**config.mk**
```make
export PLATFORM = sky130hd
export DESIGN_NAME = imem_prog_loader
export DESIGN_NICKNAME = d
export VERILOG_FILES = /design/src/rtl/imem_prog_loader.sv
export SDC_FILE = /design/constraint.sdc
export NUM_CORES = 1
export LEC_CHECK = 0
export CORE_MARGIN = 8
export CORE_UTILIZATION = 45
export CTS_CLUSTER_SIZE = 14
export DETAILED_ROUTE_END_ITERATION = 10
export PLACE_DENSITY = 0.71
export SYNTH_ARGS = -nofsm -noshare
export SYNTH_HDL_FRONTEND = slang
export SYNTH_SLANG_ARGS = --single-unit
```
**constraint.sdc**
```tcl
create_clock -name clk -period 3 [get_ports clk]
set_clock_uncertainty 0.1 [all_clocks]
set_input_delay 0.6 -clock clk [delete_from_list [all_inputs] [get_ports clk]]
set_output_delay 0.6 -clock clk [all_outputs]
set_load 0.01 [all_outputs]
```
**src/rtl/imem_prog_loader.sv**
```systemverilog
// Program loader and run controller for the RV32i core: packs a byte stream into
// instruction memory words while the core is held in reset, then runs it until halt or timeout.
module imem_prog_loader #(
  parameter int         ADDR_WIDTH  = 8,
  parameter logic [6:0] HALT_OPCODE = 7'b1111111,
  parameter int         RST_CYCLES  = 2,
  parameter int         MAX_CYCLES  = 40
) (
  input  logic                  clk,
  input  logic                  rst,
  input  logic                  load_start,
  input  logic [7:0]            byte_in,
  input  logic                  byte_valid,
  output logic                  byte_ready,
  input  logic                  load_end,
  output logic                  imem_we,
  output logic [ADDR_WIDTH-1:0] imem_addr,
  output logic [31:0]           imem_wdata,
  input  logic [6:0]            ifid_opcode,
  output logic                  cpu_rst,
  output logic                  cpu_enable,
  output logic [ADDR_WIDTH:0]   word_count,
  output logic [31:0]           run_cycles,
  output logic                  halted,
  output logic                  timeout,
  output logic                  overflow
);

  localparam int REL_W = (RST_CYCLES > 1) ? $clog2(RST_CYCLES) : 1;

  typedef enum logic [2:0] {
    S_IDLE, S_LOAD, S_RELEASE, S_RUN, S_HALT, S_ERROR
  } state_t;

  state_t            state_q, state_d;
  logic [1:0]        byte_idx_q, byte_idx_d;
  logic [23:0]       asm_q, asm_d;
  logic [REL_W-1:0]  rel_cnt_q, rel_cnt_d;

  logic                  byte_ready_d, imem_we_d, cpu_rst_d, cpu_enable_d;
  logic [ADDR_WIDTH-1:0] imem_addr_d;
  logic [31:0]           imem_wdata_d, run_cycles_d;
  logic [ADDR_WIDTH:0]   word_count_d;
  logic                  halted_d, timeout_d, overflow_d;

  logic        accept, write_req, ovf, budget_hit;
  logic [31:0] asm_merged;

  // The byte taken on this edge is merged before a full word or load_end is acted on.
  always_comb begin
    accept     = (state_q == S_LOAD) && byte_valid && byte_ready;
    asm_merged = {8'h00, asm_q};
    if (accept) asm_merged[{byte_idx_q, 3'b000} +: 8] = byte_in;
    write_req  = (accept && (byte_idx_q == 2'd3)) ||
                 (load_end && (accept || (byte_idx_q != 2'd0)));
    // Capacity is exhausted exactly when the top bit of word_count is set.
    ovf        = write_req && word_count[ADDR_WIDTH];
    budget_hit = (MAX_CYCLES != 0) && (run_cycles == 32'(MAX_CYCLES - 1));
  end

  always_comb begin
    // NOTE: every variable gets a default before the case so no path infers a latch.
    state_d      = state_q;
    byte_idx_d   = byte_idx_q;
    asm_d        = asm_q;
    rel_cnt_d    = rel_cnt_q;
    byte_ready_d = 1'b0;
    imem_we_d    = 1'b0;
    imem_addr_d  = imem_addr;
    imem_wdata_d = imem_wdata;
    cpu_rst_d    = cpu_rst;
    cpu_enable_d = cpu_enable;
    word_count_d = word_count;
    run_cycles_d = run_cycles;
    halted_d     = halted;
    timeout_d    = timeout;
    overflow_d   = overflow;

    case (state_q)
      S_IDLE, S_HALT: begin
        if (load_start) begin
          state_d      = S_LOAD;
          byte_ready_d = 1'b1;
          cpu_rst_d    = 1'b1;
          cpu_enable_d = 1'b0;
          byte_idx_d   = 2'd0;
          asm_d        = 24'h0;
          word_count_d = '0;
          run_cycles_d = 32'h0;
          halted_d     = 1'b0;
          timeout_d    = 1'b0;
          overflow_d   = 1'b0;
        end
      end

      S_LOAD: begin
        byte_ready_d = 1'b1;
        if (write_req) begin
          byte_idx_d = 2'd0;
          asm_d      = 24'h0;
          if (!ovf) begin
            imem_we_d    = 1'b1;
            imem_addr_d  = word_count[ADDR_WIDTH-1:0];
            imem_wdata_d = asm_merged;
            word_count_d = word_count + 1'b1;
          end
        end else if (accept) begin
          byte_idx_d = byte_idx_q + 2'd1;
          asm_d      = asm_merged[23:0];
        end
        if (ovf) begin
          state_d      = S_ERROR;
          byte_ready_d = 1'b0;
          overflow_d   = 1'b1;
        end else if (load_end) begin
          state_d      = S_RELEASE;
          byte_ready_d = 1'b0;
          rel_cnt_d    = '0;
        end
      end

      S_RELEASE: begin
        if (rel_cnt_q == REL_W'(RST_CYCLES - 1)) begin
          state_d      = S_RUN;
          cpu_rst_d    = 1'b0;
          cpu_enable_d = 1'b1;
        end else begin
          rel_cnt_d = rel_cnt_q + 1'b1;
        end
      end

      S_RUN: begin
        run_cycles_d = run_cycles + 32'd1;
        if (ifid_opcode == HALT_OPCODE) begin
          state_d      = S_HALT;
          cpu_enable_d = 1'b0;
          halted_d     = 1'b1;
        end else if (budget_hit) begin
          state_d      = S_HALT;
          cpu_enable_d = 1'b0;
          timeout_d    = 1'b1;
        end
      end

      S_ERROR: begin
        cpu_rst_d    = 1'b1;
        cpu_enable_d = 1'b0;
      end

      default: state_d = S_IDLE;
    endcase
  end

  // NOTE: sequential state uses non-blocking assignments so every register samples pre-edge values.
  always_ff @(posedge clk or negedge rst) begin
    if (!rst) begin
      state_q    <= S_IDLE;
      byte_idx_q <= 2'd0;
      asm_q      <= 24'h0;
      rel_cnt_q  <= '0;
      byte_ready <= 1'b0;
      imem_we    <= 1'b0;
      imem_addr  <= '0;
      imem_wdata <= 32'h0;
      cpu_rst    <= 1'b1;
      cpu_enable <= 1'b0;
      word_count <= '0;
      run_cycles <= 32'h0;
      halted     <= 1'b0;
      timeout    <= 1'b0;
      overflow   <= 1'b0;
    end else begin
      state_q    <= state_d;
      byte_idx_q <= byte_idx_d;
      asm_q      <= asm_d;
      rel_cnt_q  <= rel_cnt_d;
      byte_ready <= byte_ready_d;
      imem_we    <= imem_we_d;
      imem_addr  <= imem_addr_d;
      imem_wdata <= imem_wdata_d;
      cpu_rst    <= cpu_rst_d;
      cpu_enable <= cpu_enable_d;
      word_count <= word_count_d;
      run_cycles <= run_cycles_d;
      halted     <= halted_d;
      timeout    <= timeout_d;
      overflow   <= overflow_d;
    end
  end

endmodule

```
==> results of run 1 <==
==> cells in the final DEF, fill, tap and decap left out, drive strengths merged, types with 4 or more instances in the layout <==
master	count
a21oi	16
a22o	28
a31oi	26
and3	10
and4	5
buf	19
clkbuf	23
clkdlybuf4s50	106
clkinv	4
dfrtp	117
ha	7
inv	14
mux2i	24
nand2	103
nand3	26
nand4	38
nor2	37
nor2b	4
nor3b	5
nor4	9
o21ai	17
o31ai	11
==> worst max-delay path, stage by stage, from the launching register on <==
cell and delay (ps):
dfrtp_1 480, inv_1 140, ha_1 290, nand2b_1 220, a211o_1 410, buf_4 280
or3_1 370, a21oi_1 170
==> synthesized netlist by cell type (14+ instances only) <==
| master | count |
|---|---|
| mux2i_1 | 24 |
| o21ai_0 | 17 |
| a22o_1 | 28 |
| nand4_1 | 37 |
| nand3_1 | 26 |
| a31oi_1 | 26 |
| clkbuf_1 | 23 |
| dfrtp_1 | 117 |
| a21oi_1 | 16 |
| nand2_1 | 103 |
| nor2_1 | 37 |
| inv_1 | 14 |
==> layout make-up <==
type | count | area, um2 | area share [%]
multi-input combinational | 409 | 2470 | 32.9
clock inverter | 9 | 125 | 1.67
clock buffer | 23 | 468 | 6.23
sequential | 118 | 2950 | 39.3
inverter | 14 | 52.6 | 0.699
tap | 168 | 210 | 2.80
timing repair buffer | 125 | 1230 | 16.4
==> registers in the layout, indices dropped and copies added, names as in the netlist <==
signal,count
asm_q,24
rel_cnt_q,1
word_count,9
halted,1
byte_idx_q,2
imem_addr,8
cpu_rst,1
imem_wdata,32
timeout,1
imem_we,1
byte_ready,1
run_cycles,32
cpu_enable,1
state_q,3
overflow,1
==> metal layers <==
metal / part of all wire (%) / global-route usage, % / vias up / routed length, um
li1: - / - / 2342 / -
met1: 45 / 24.9 / 2430 / 7020
met5: 0 / 0 / - / 0
met3: 6.0 / 5.12 / 16 / 932
met2: 47 / 30.5 / 158 / 7340
met4: 1.3 / 8.11 / 0 / 201
==> report_power, final <==
group | internal [W] | switching [W]
combinational | 0.000811 | 0.000948
clock | 0.00134 | 0.000709
sequential | 0.00187 | 0.000203
==> through the flow <==
step | hold slack [ps] | utilization (%)
after global placement | 361 | 57.1
after CTS | 66.9 | 62.0
after detailed placement | 364 | 57.1
after global routing | 95.7 | 62.0
final | 56.3 | 62.0
after floorplan | 204 | -
==> worst paths after layout <==
kind / startpoint / end / slack (ps) / depth (start not counted)
min reg2reg: imem_wdata[31] / imem_wdata[31] / 370 / 2
min in group clk: imem_wdata[31] / imem_wdata[31] / 370 / 2
max reg2reg: byte_idx_q[0] / word_count[4] / 450 / 7
max in group asynchronous: rst / imem_wdata[5] / 1930 / 2
max: byte_idx_q[0] / word_count[4] / 450 / 7
min: rst / run_cycles[0] / 60 / 1
==> cells by family after synthesis <==
kind of cell	Yosys count	share of synthesized area (%)
simple gates	258	23.3
compound gates	119	14.9
flops	118	52.7
buf+inv	44	3.17
mux	24	4.28
fa+ha+maj	7	1.56
xor+xnor	1	0.156
==> metrics, run 1 <==
Final Cycle Share 85.0%; clock insertion delay at the later pin of the skew report 420 ps; FP Rows 40; cts hold-fix bufs 0; CTS root buf clkbuf_16; Area Growth Syn to Fin 34.0%; gpl congestion 0.821; postcts setup bufs 0; Inserted Diodes 0; post-synthesis cell type count 57; Fill cells 1,001; die width 128 um; final setup vio count 0; Pwr Density 783 nW/um2; CTS sink cnt 118; Worst-Margin Slew 754 ps; dpl cells 834; status completed; max-slew headroom at the worst pin 49.3%; CTS H-tree lvls 4; post-synth net total 598; vias in the first global route 4,886; Mapped Area 5610 um2; Port Buffer Count 107; share of cells above drive strength 1 7.88%; total vias in the final route 4,946; Final Cell Area 7510 um2; HP Class in2async; top post-synthesis cells by area dfrtp_1, nand2_1, a22o_1; dpl hpwl 10,700 um; Die Area 16,300 um2; Peak VDD IR 0.416 mV; Yosys reg bits 118; max_cap viols 0; core area 12,100 um2; Setup TNS 0 ps; Syn Area/Cell 9.82 um2; final hold vios 0; final cell count without fillers 866; Req. time, crit path 3230 ps; synth warn 0; Wirelength per Cell 17.9 um; post-place instance area 6920 um2; max-slew violations 0; Synth area leader dfrtp_1; post-place setup slack 223 ps; Tmin final 2550 ps; DRC marker count from the first detailed-route iteration 510; Leak Pwr 3.33 nW; first-pass GRT wire length 25,200 um; CTS tree done; largest net degree at the start of global routing 60; Worst Setup Start Kind register; gr usage total 19.4%; CP Capture Type register; average vias per placed instance 5.71; Starting Density 46.3%; Max Fclk 392 MHz; number of standard cells after synthesis 571; Vert. Die Dim 128 um; Crit Path Max Fanout 29; CTS max path bufs 2; Setup Crit Path Kind reg2reg; DRC viols 0; DR pass1 iterations 5; initial antenna violation count 0; worst setup margin 449 ps; async set-or-reset flop fraction in the synthesized netlist 100%; EDFF count, synth 0; WP data arrival 2780 ps; drt total wl 15,500 um; CTS resizes 0; TritonCTS buffer count 17; final total power 0.00588 W; I/O Pins 108; grt ovf 0; sequential element share of the synthesized area 52.7%; ys flop type dfrtp_1; clock slew at reported path FFs 50 ps; post-synth top area share 52.2%; Antenna Violating Nets Remaining 0; Post-layout nets 712; RSZ-0062 raised after global routing false
No activity file was read; power rests on OpenSTA's default activity.
==> run 2, diff against run 1 <==
--- a/config.mk
+++ b/config.mk
@@ -9,7 +9,8 @@
 export CORE_UTILIZATION = 45
 export CTS_CLUSTER_SIZE = 14
 export DETAILED_ROUTE_END_ITERATION = 10
-export PLACE_DENSITY = 0.71
+export MAX_ROUTING_LAYER = met4
+export PLACE_DENSITY_LB_ADDON = 0.3
 export SYNTH_ARGS = -nofsm -noshare
 export SYNTH_HDL_FRONTEND = slang
 export SYNTH_SLANG_ARGS = --single-unit
==> run 2 against run 1 <==
Net effect:
- utilization rose by 0.18 points
- hold slack lost 15 ps
- die area stayed put
- largest cell class unchanged
- combinational power decreased by 3%
==> metrics, run 2 (same netlist as run 1, synthesis figures left out) <==
met3 routed WL 1020 um (+9.7%); grt ovf 0 (unchanged); first-pass GRT wire length 25,500 um (+0.99%); status completed; CTS resizes 0 (unchanged); Area Growth Syn to Fin 34.4%; Crit Path Max Fanout 15 (-48%); Buf/Inv on CP 1 (-1); average vias per placed instance 5.78 (+1.2%); largest registers imem_wdata x32, run_cycles x32, asm_q x24; initial antenna violation count 0 (unchanged); post-place setup slack 309 ps (+86.0 ps); worst setup margin 546 ps (+97.3 ps); Fill cells 1,027 (+2.6%); crit-path max cell delay 550 ps (+70 ps); core area 12,100 um2 (unchanged); Inserted Diodes 0 (unchanged); CP delay by family, top simple AND/OR/NAND/NOR gates; max_cap viols 0 (unchanged); DRC viols 0 (unchanged); final total power 0.00594 W (+1.0%); Max Fclk 407 MHz (+4.0%); max-slew violations 0 (unchanged); Final Cell Area 7530 um2 (+0.28%); post-place instance area 6910 um2 (-0.11%); CTS max path bufs 2 (unchanged); Setup TNS 0 ps (unchanged); gpl congestion 0.849 (+3.3%); Port Buffer Count 107 (unchanged); DRC marker count from the first detailed-route iteration 363 (-29%); drt total wl 15,400 um (-0.86%); Antenna Violating Nets Remaining 0 (unchanged); CTS H-tree lvls 4 (unchanged); Multi-input gate area 2470 um2 (unchanged); wl on met1 6800 um (-3.1%); gr usage total 20.1% (+0.62 points); max-slew headroom at the worst pin 48.0% (-1.3 points); Starting Density 46.3% (unchanged); DR pass1 iterations 5 (unchanged); final cell count without fillers 865 (-0.12%); worst setup path start byte_idx_q[0]; cts hold-fix bufs 0 (unchanged); RR Startpoint byte_idx_q[0]; Peak VDD IR 0.438 mV (+5.3%); Reg area 2950 um2 (unchanged); I/O Pins 108 (unchanged); WL met2 7300 um (-0.60%); FP Rows 40 (unchanged); Tmin final 2450 ps (-97.3 ps); largest net degree at the start of global routing 60 (unchanged); CTS tree done; CTS root buf clkbuf_16; dpl cells 833 (-0.12%); Wirelength per Cell 17.8 um (-0.75%); cells along the critical path inv_1 -> ha_1 -> nand2b_1 -> a211o_1 -> or4_1 -> a21oi_1; clock insertion delay at the later pin of the skew report 420 ps (about the same); Final Cycle Share 81.8% (-3.2 points); Leak Pwr 3.34 nW (+0.35%); final setup vio count 0 (unchanged); vias in the first global route 4,896 (+0.20%); dpl hpwl 10,600 um (-0.57%); die width 128 um (unchanged); Vert. Die Dim 128 um (unchanged); clock slew at reported path FFs 50 ps (about the same); CP Capture Type register; most common cell after layout, fill and taps aside dfrtp_1; Die Area 16,300 um2 (unchanged); Post-layout nets 711 (-0.14%); Worst Setup Start Kind register; CTS sink cnt 118 (unchanged); HP Class in2async; final hold vios 0 (unchanged); postcts setup bufs 0 (unchanged); total vias in the final route 5,000 (+1.1%); Pwr Density 788 nW/um2 (+0.71%); share of cells above drive strength 1 7.89% (+0.011 points); WP data arrival 2690 ps (-90 ps); Req. time, crit path 3240 ps (about the same); Worst-Margin Slew 773 ps (+19.0 ps); most frequent cells in the layout dfrtp_1, clkdlybuf4s50_1, nand2_1; DR top layer met4; Crit-path slowest cell or4_1; TritonCTS buffer count 17 (unchanged); Setup Crit Path Kind reg2reg; RSZ-0062 raised after global routing false
==> run 2: changes by cell type in the layout (fill, tap and decap cells not counted), sizes merged <==
cell / change
clkinv: -1
clkinvlp: -1
clkbuf: +2
buf: -1
==> run 2: area by class of cell <==
class | count | area share, %
tap | 168 | 2.79
sequential | 118 | 39.2
clock inverter | 7 | 1.54
clock buffer | 25 | 6.71
multi-input combinational | 409 | 32.8
timing repair buffer | 124 | 16.2
inverter | 14 | 0.697
==> run 2: final timing paths <==
path / slack [ps] / end / depth (start not counted)
setup / recovery: 550 / word_count[5] / 6
hold / removal: 40 / run_cycles[19] / 1
setup reg to reg: 550 / word_count[5] / 6
hold reg to reg: 370 / imem_wdata[25] / 2
max in group asynchronous: 1950 / asm_q[8] / 2
min in group clk: 370 / imem_wdata[25] / 2
==> run 2: power breakdown <==
part / internal [W] / switching (W) / leakage [nW] / total [W]
Clock: 0.00141 / 0.000702 / 0.303 / 0.00212
Combinational: 0.000798 / 0.000898 / 1.45 / 0.00170
Sequential: 0.00187 / 0.000260 / 1.59 / 0.00213
Total: 0.00408 / 0.00186 / 3.34 / 0.00594
==> run 2: routing by layer <==
layer | global-route usage [%] | vias up
met2 | 30.4 | 169
met1 | 25.1 | 2467
met5 | - | -
li1 | - | 2340
met4 | 7.62 | 0
met3 | 5.66 | 24
==> run 2: worst reg2reg max path: cells and delay by family, from the launching register on <==
kind / cells / cell delay (ps)
compound gates: 2 / 610
fa+ha+maj: 1 / 280
buf+inv: 1 / 140
flops: 1 / 480
simple gates: 2 / 770
==> run 2: metrics by stage <==
stage	utilization, %	hold WS [ps]
floorplan	-	204
global placement	57.1	361
detailed placement	57.1	366
CTS	62.2	46.0
global route	62.2	74.7
finish	62.2	41.3
==> run 3, diff against run 2 <==
==> constraint.sdc (replaced) <==
create_clock -name clk -period 2.5 [get_ports clk]
set_clock_uncertainty 0.1 [all_clocks]
set_input_delay 0.5 -clock clk [delete_from_list [all_inputs] [get_ports clk]]
set_output_delay 0.5 -clock clk [all_outputs]
set_load 0.01 [all_outputs]
==> run 3 against run 2 <==
Net effect:
- fmax up 10%
- die area unchanged
- hold slack gained 19 ps
- first-iteration DRC count is 26% higher
- sequential cell count unchanged
- clock-buffer cell count down 4
- final area is 0.15% lower
- sequential share of layout area increased by 0.059 points
- sequential power increased by 16%
- largest cell class unchanged
- power increased by 16%
- critical endpoint unchanged
- critical path type unchanged
- via count is 0.46% higher
==> metrics, run 3 (same netlist as run 1, synthesis figures left out) <==
DRC viols 0 (unchanged); CTS max path bufs 2 (unchanged); largest net degree at the start of global routing 119 (+98%); final cell count without fillers 874 (+1.0%); Post-layout nets 720 (+1.3%); CTS resizes 0 (unchanged); Starting Density 46.3% (unchanged); total vias in the final route 5,023 (+0.46%); final setup vio count 0 (unchanged); Port Buffer Count 107 (unchanged); Fill cells 1,044 (+1.7%); postcts setup bufs 0 (unchanged); CTS tree done; status completed; Area Growth Syn to Fin 34.2%; first-pass GRT wire length 25,100 um (-1.5%); gr usage total 19.6% (-0.50 points); cells along the critical path inv_1 -> ha_1 -> nand2b_1 -> a211o_1 -> or4_1 -> a21oi_1; Logic pwr share 31.8% (+3.3 points); dpl cells 842 (+1.1%); Final Cell Area 7520 um2 (-0.15%); gpl congestion 0.828 (-2.4%); CTS root buf clkbuf_16; dpl hpwl 10,500 um (-0.69%); Clk pwr share 32.4% (-3.2 points); Leak Pwr 3.36 nW (+0.51%); Die Area 16,300 um2 (unchanged); max-slew headroom at the worst pin 58.0% (+9.9 points); post-place instance area 6980 um2 (+0.98%); Worst Setup Start Kind register; share of cells above drive strength 1 9.21% (+1.3 points); Antenna Violating Nets Remaining 0 (unchanged); core area 12,100 um2 (unchanged); CTS sink cnt 118 (unchanged); RSZ-0062 raised after global routing false; HP Class in2async; DR pass1 iterations 5 (unchanged); grt ovf 0 (unchanged); final core utilization 62.1% (-0.093 points); most frequent cells in the layout dfrtp_1, clkdlybuf4s50_1, nand2_1; setup slack, reg-to-reg 270 ps (-280 ps); largest registers imem_wdata x32, run_cycles x32, asm_q x24; Crit-path slowest cell or4_1; FP Rows 40 (unchanged); Reg area 2950 um2 (unchanged); Wirelength per Cell 17.5 um (-1.5%); max-slew violations 0 (unchanged); Setup Crit Path Kind reg2reg; die width 128 um (unchanged); clock slew at reported path FFs 50 ps (about the same); WP data arrival 2470 ps (-220 ps); Req. time, crit path 2740 ps (-500 ps); switching share of power 32.4% (+1.1 points); vias in the first global route 4,884 (-0.25%); crit-path max cell delay 540 ps (about the same); I/O Pins 108 (unchanged); Tmin final 2230 ps (-223 ps); Seq pwr share 35.9% (about the same); Peak VDD IR 0.647 mV (+48%); Inserted Diodes 0 (unchanged); CP Capture Type register; max_cap viols 0 (unchanged); initial antenna violation count 0 (unchanged); cts hold-fix bufs 0 (unchanged); final hold vios 0 (unchanged); clock insertion delay at the later pin of the skew report 410 ps (about the same); Fin Hold WS 60.3 ps (+19.0 ps); Multi-input gate area 2470 um2 (unchanged); Setup TNS 0 ps (unchanged); CTS H-tree lvls 4 (unchanged); TritonCTS buffer count 17 (unchanged); drt total wl 15,300 um (-0.46%); Vert. Die Dim 128 um (unchanged); average vias per placed instance 5.75 (-0.57%); DRC marker count from the first detailed-route iteration 458 (+26%); Crit Path Max Fanout 7 (-8); Pwr Density 915 nW/um2 (+16%); Max Fclk 448 MHz (+10%); most common cell after layout, fill and taps aside dfrtp_1; Pint 0.00465 W (+14%); Net Sw Power 0.00223 W (+20%); Final Cycle Share 89.3% (+7.5 points); Worst-Margin Slew 631 ps (-143 ps)
run 3: cell types whose count changed in the layout (fill, tap and decap cells not counted):
cell,previous run,this run
clkinv_4,1,0
clkinv_2,2,9
clkbuf_8,5,2
clkbuf_1,3,2
buf_4,16,25
bufinv_16,3,1
run 3: power by group through the flow:
| stage | logic (W) | registers, W | clock network [W] |
|---|---|---|---|
| detailed placement | 0.00218 | 0.00249 | 0 |
| floorplan | 0.000988 | 0.00259 | 0 |
| finish | 0.00219 | 0.00247 | 0.00223 |
| CTS | 0.00220 | 0.00247 | 0.00225 |
| global placement | 0.00212 | 0.00249 | 0 |
| global route | 0.00239 | 0.00251 | 0.00234 |
run 3: routing by layer:
| layer | up-vias | global-route usage, % | wire (um) |
|---|---|---|---|
| met3 | 25 | 5.32 | 970 |
| met2 | 170 | 29.5 | 7220 |
| li1 | 2359 | - | - |
| met1 | 2469 | 24.8 | 6870 |
| met5 | - | - | 0 |
| met4 | 0 | 6.85 | 220 |
run 3: worst paths after layout:
kind                          startpoint              to  cells past startpoint
hold / removal                       rst  run_cycles[15]                      2
setup / recovery           byte_idx_q[1]   word_count[5]                      6
min in group clk            imem_addr[1]    imem_addr[1]                      2
hold reg to reg             imem_addr[1]    imem_addr[1]                      2
max in group asynchronous            rst       asm_q[13]                      2
setup reg to reg           byte_idx_q[1]   word_count[5]                      6
run 3: critical path, delay by kind of cell, from the launching register on:
kind / cells / cell delay, ps
flops: 1 / 400
fa+ha+maj: 1 / 270
compound gates: 2 / 520
buf+inv: 1 / 100
simple gates: 2 / 770
run 3: layout make-up:
cell class / instances / share of cell area, %
inverters: 14 / 0.698
well taps: 168 / 2.79
flip-flops and latches: 118 / 39.3
repair buffers: 133 / 17.1
clock buffers: 21 / 6.12
multi-input cells: 409 / 32.9
clock inverters: 11 / 1.10
run 3: stage by stage:
stage / total power [W] / setup WS, ps
detailed placement: 0.00467 / 107
global route: 0.00724 / 126
finish: 0.00688 / 269
floorplan: 0.00358 / 153
global placement: 0.00460 / 165
CTS: 0.00692 / 297
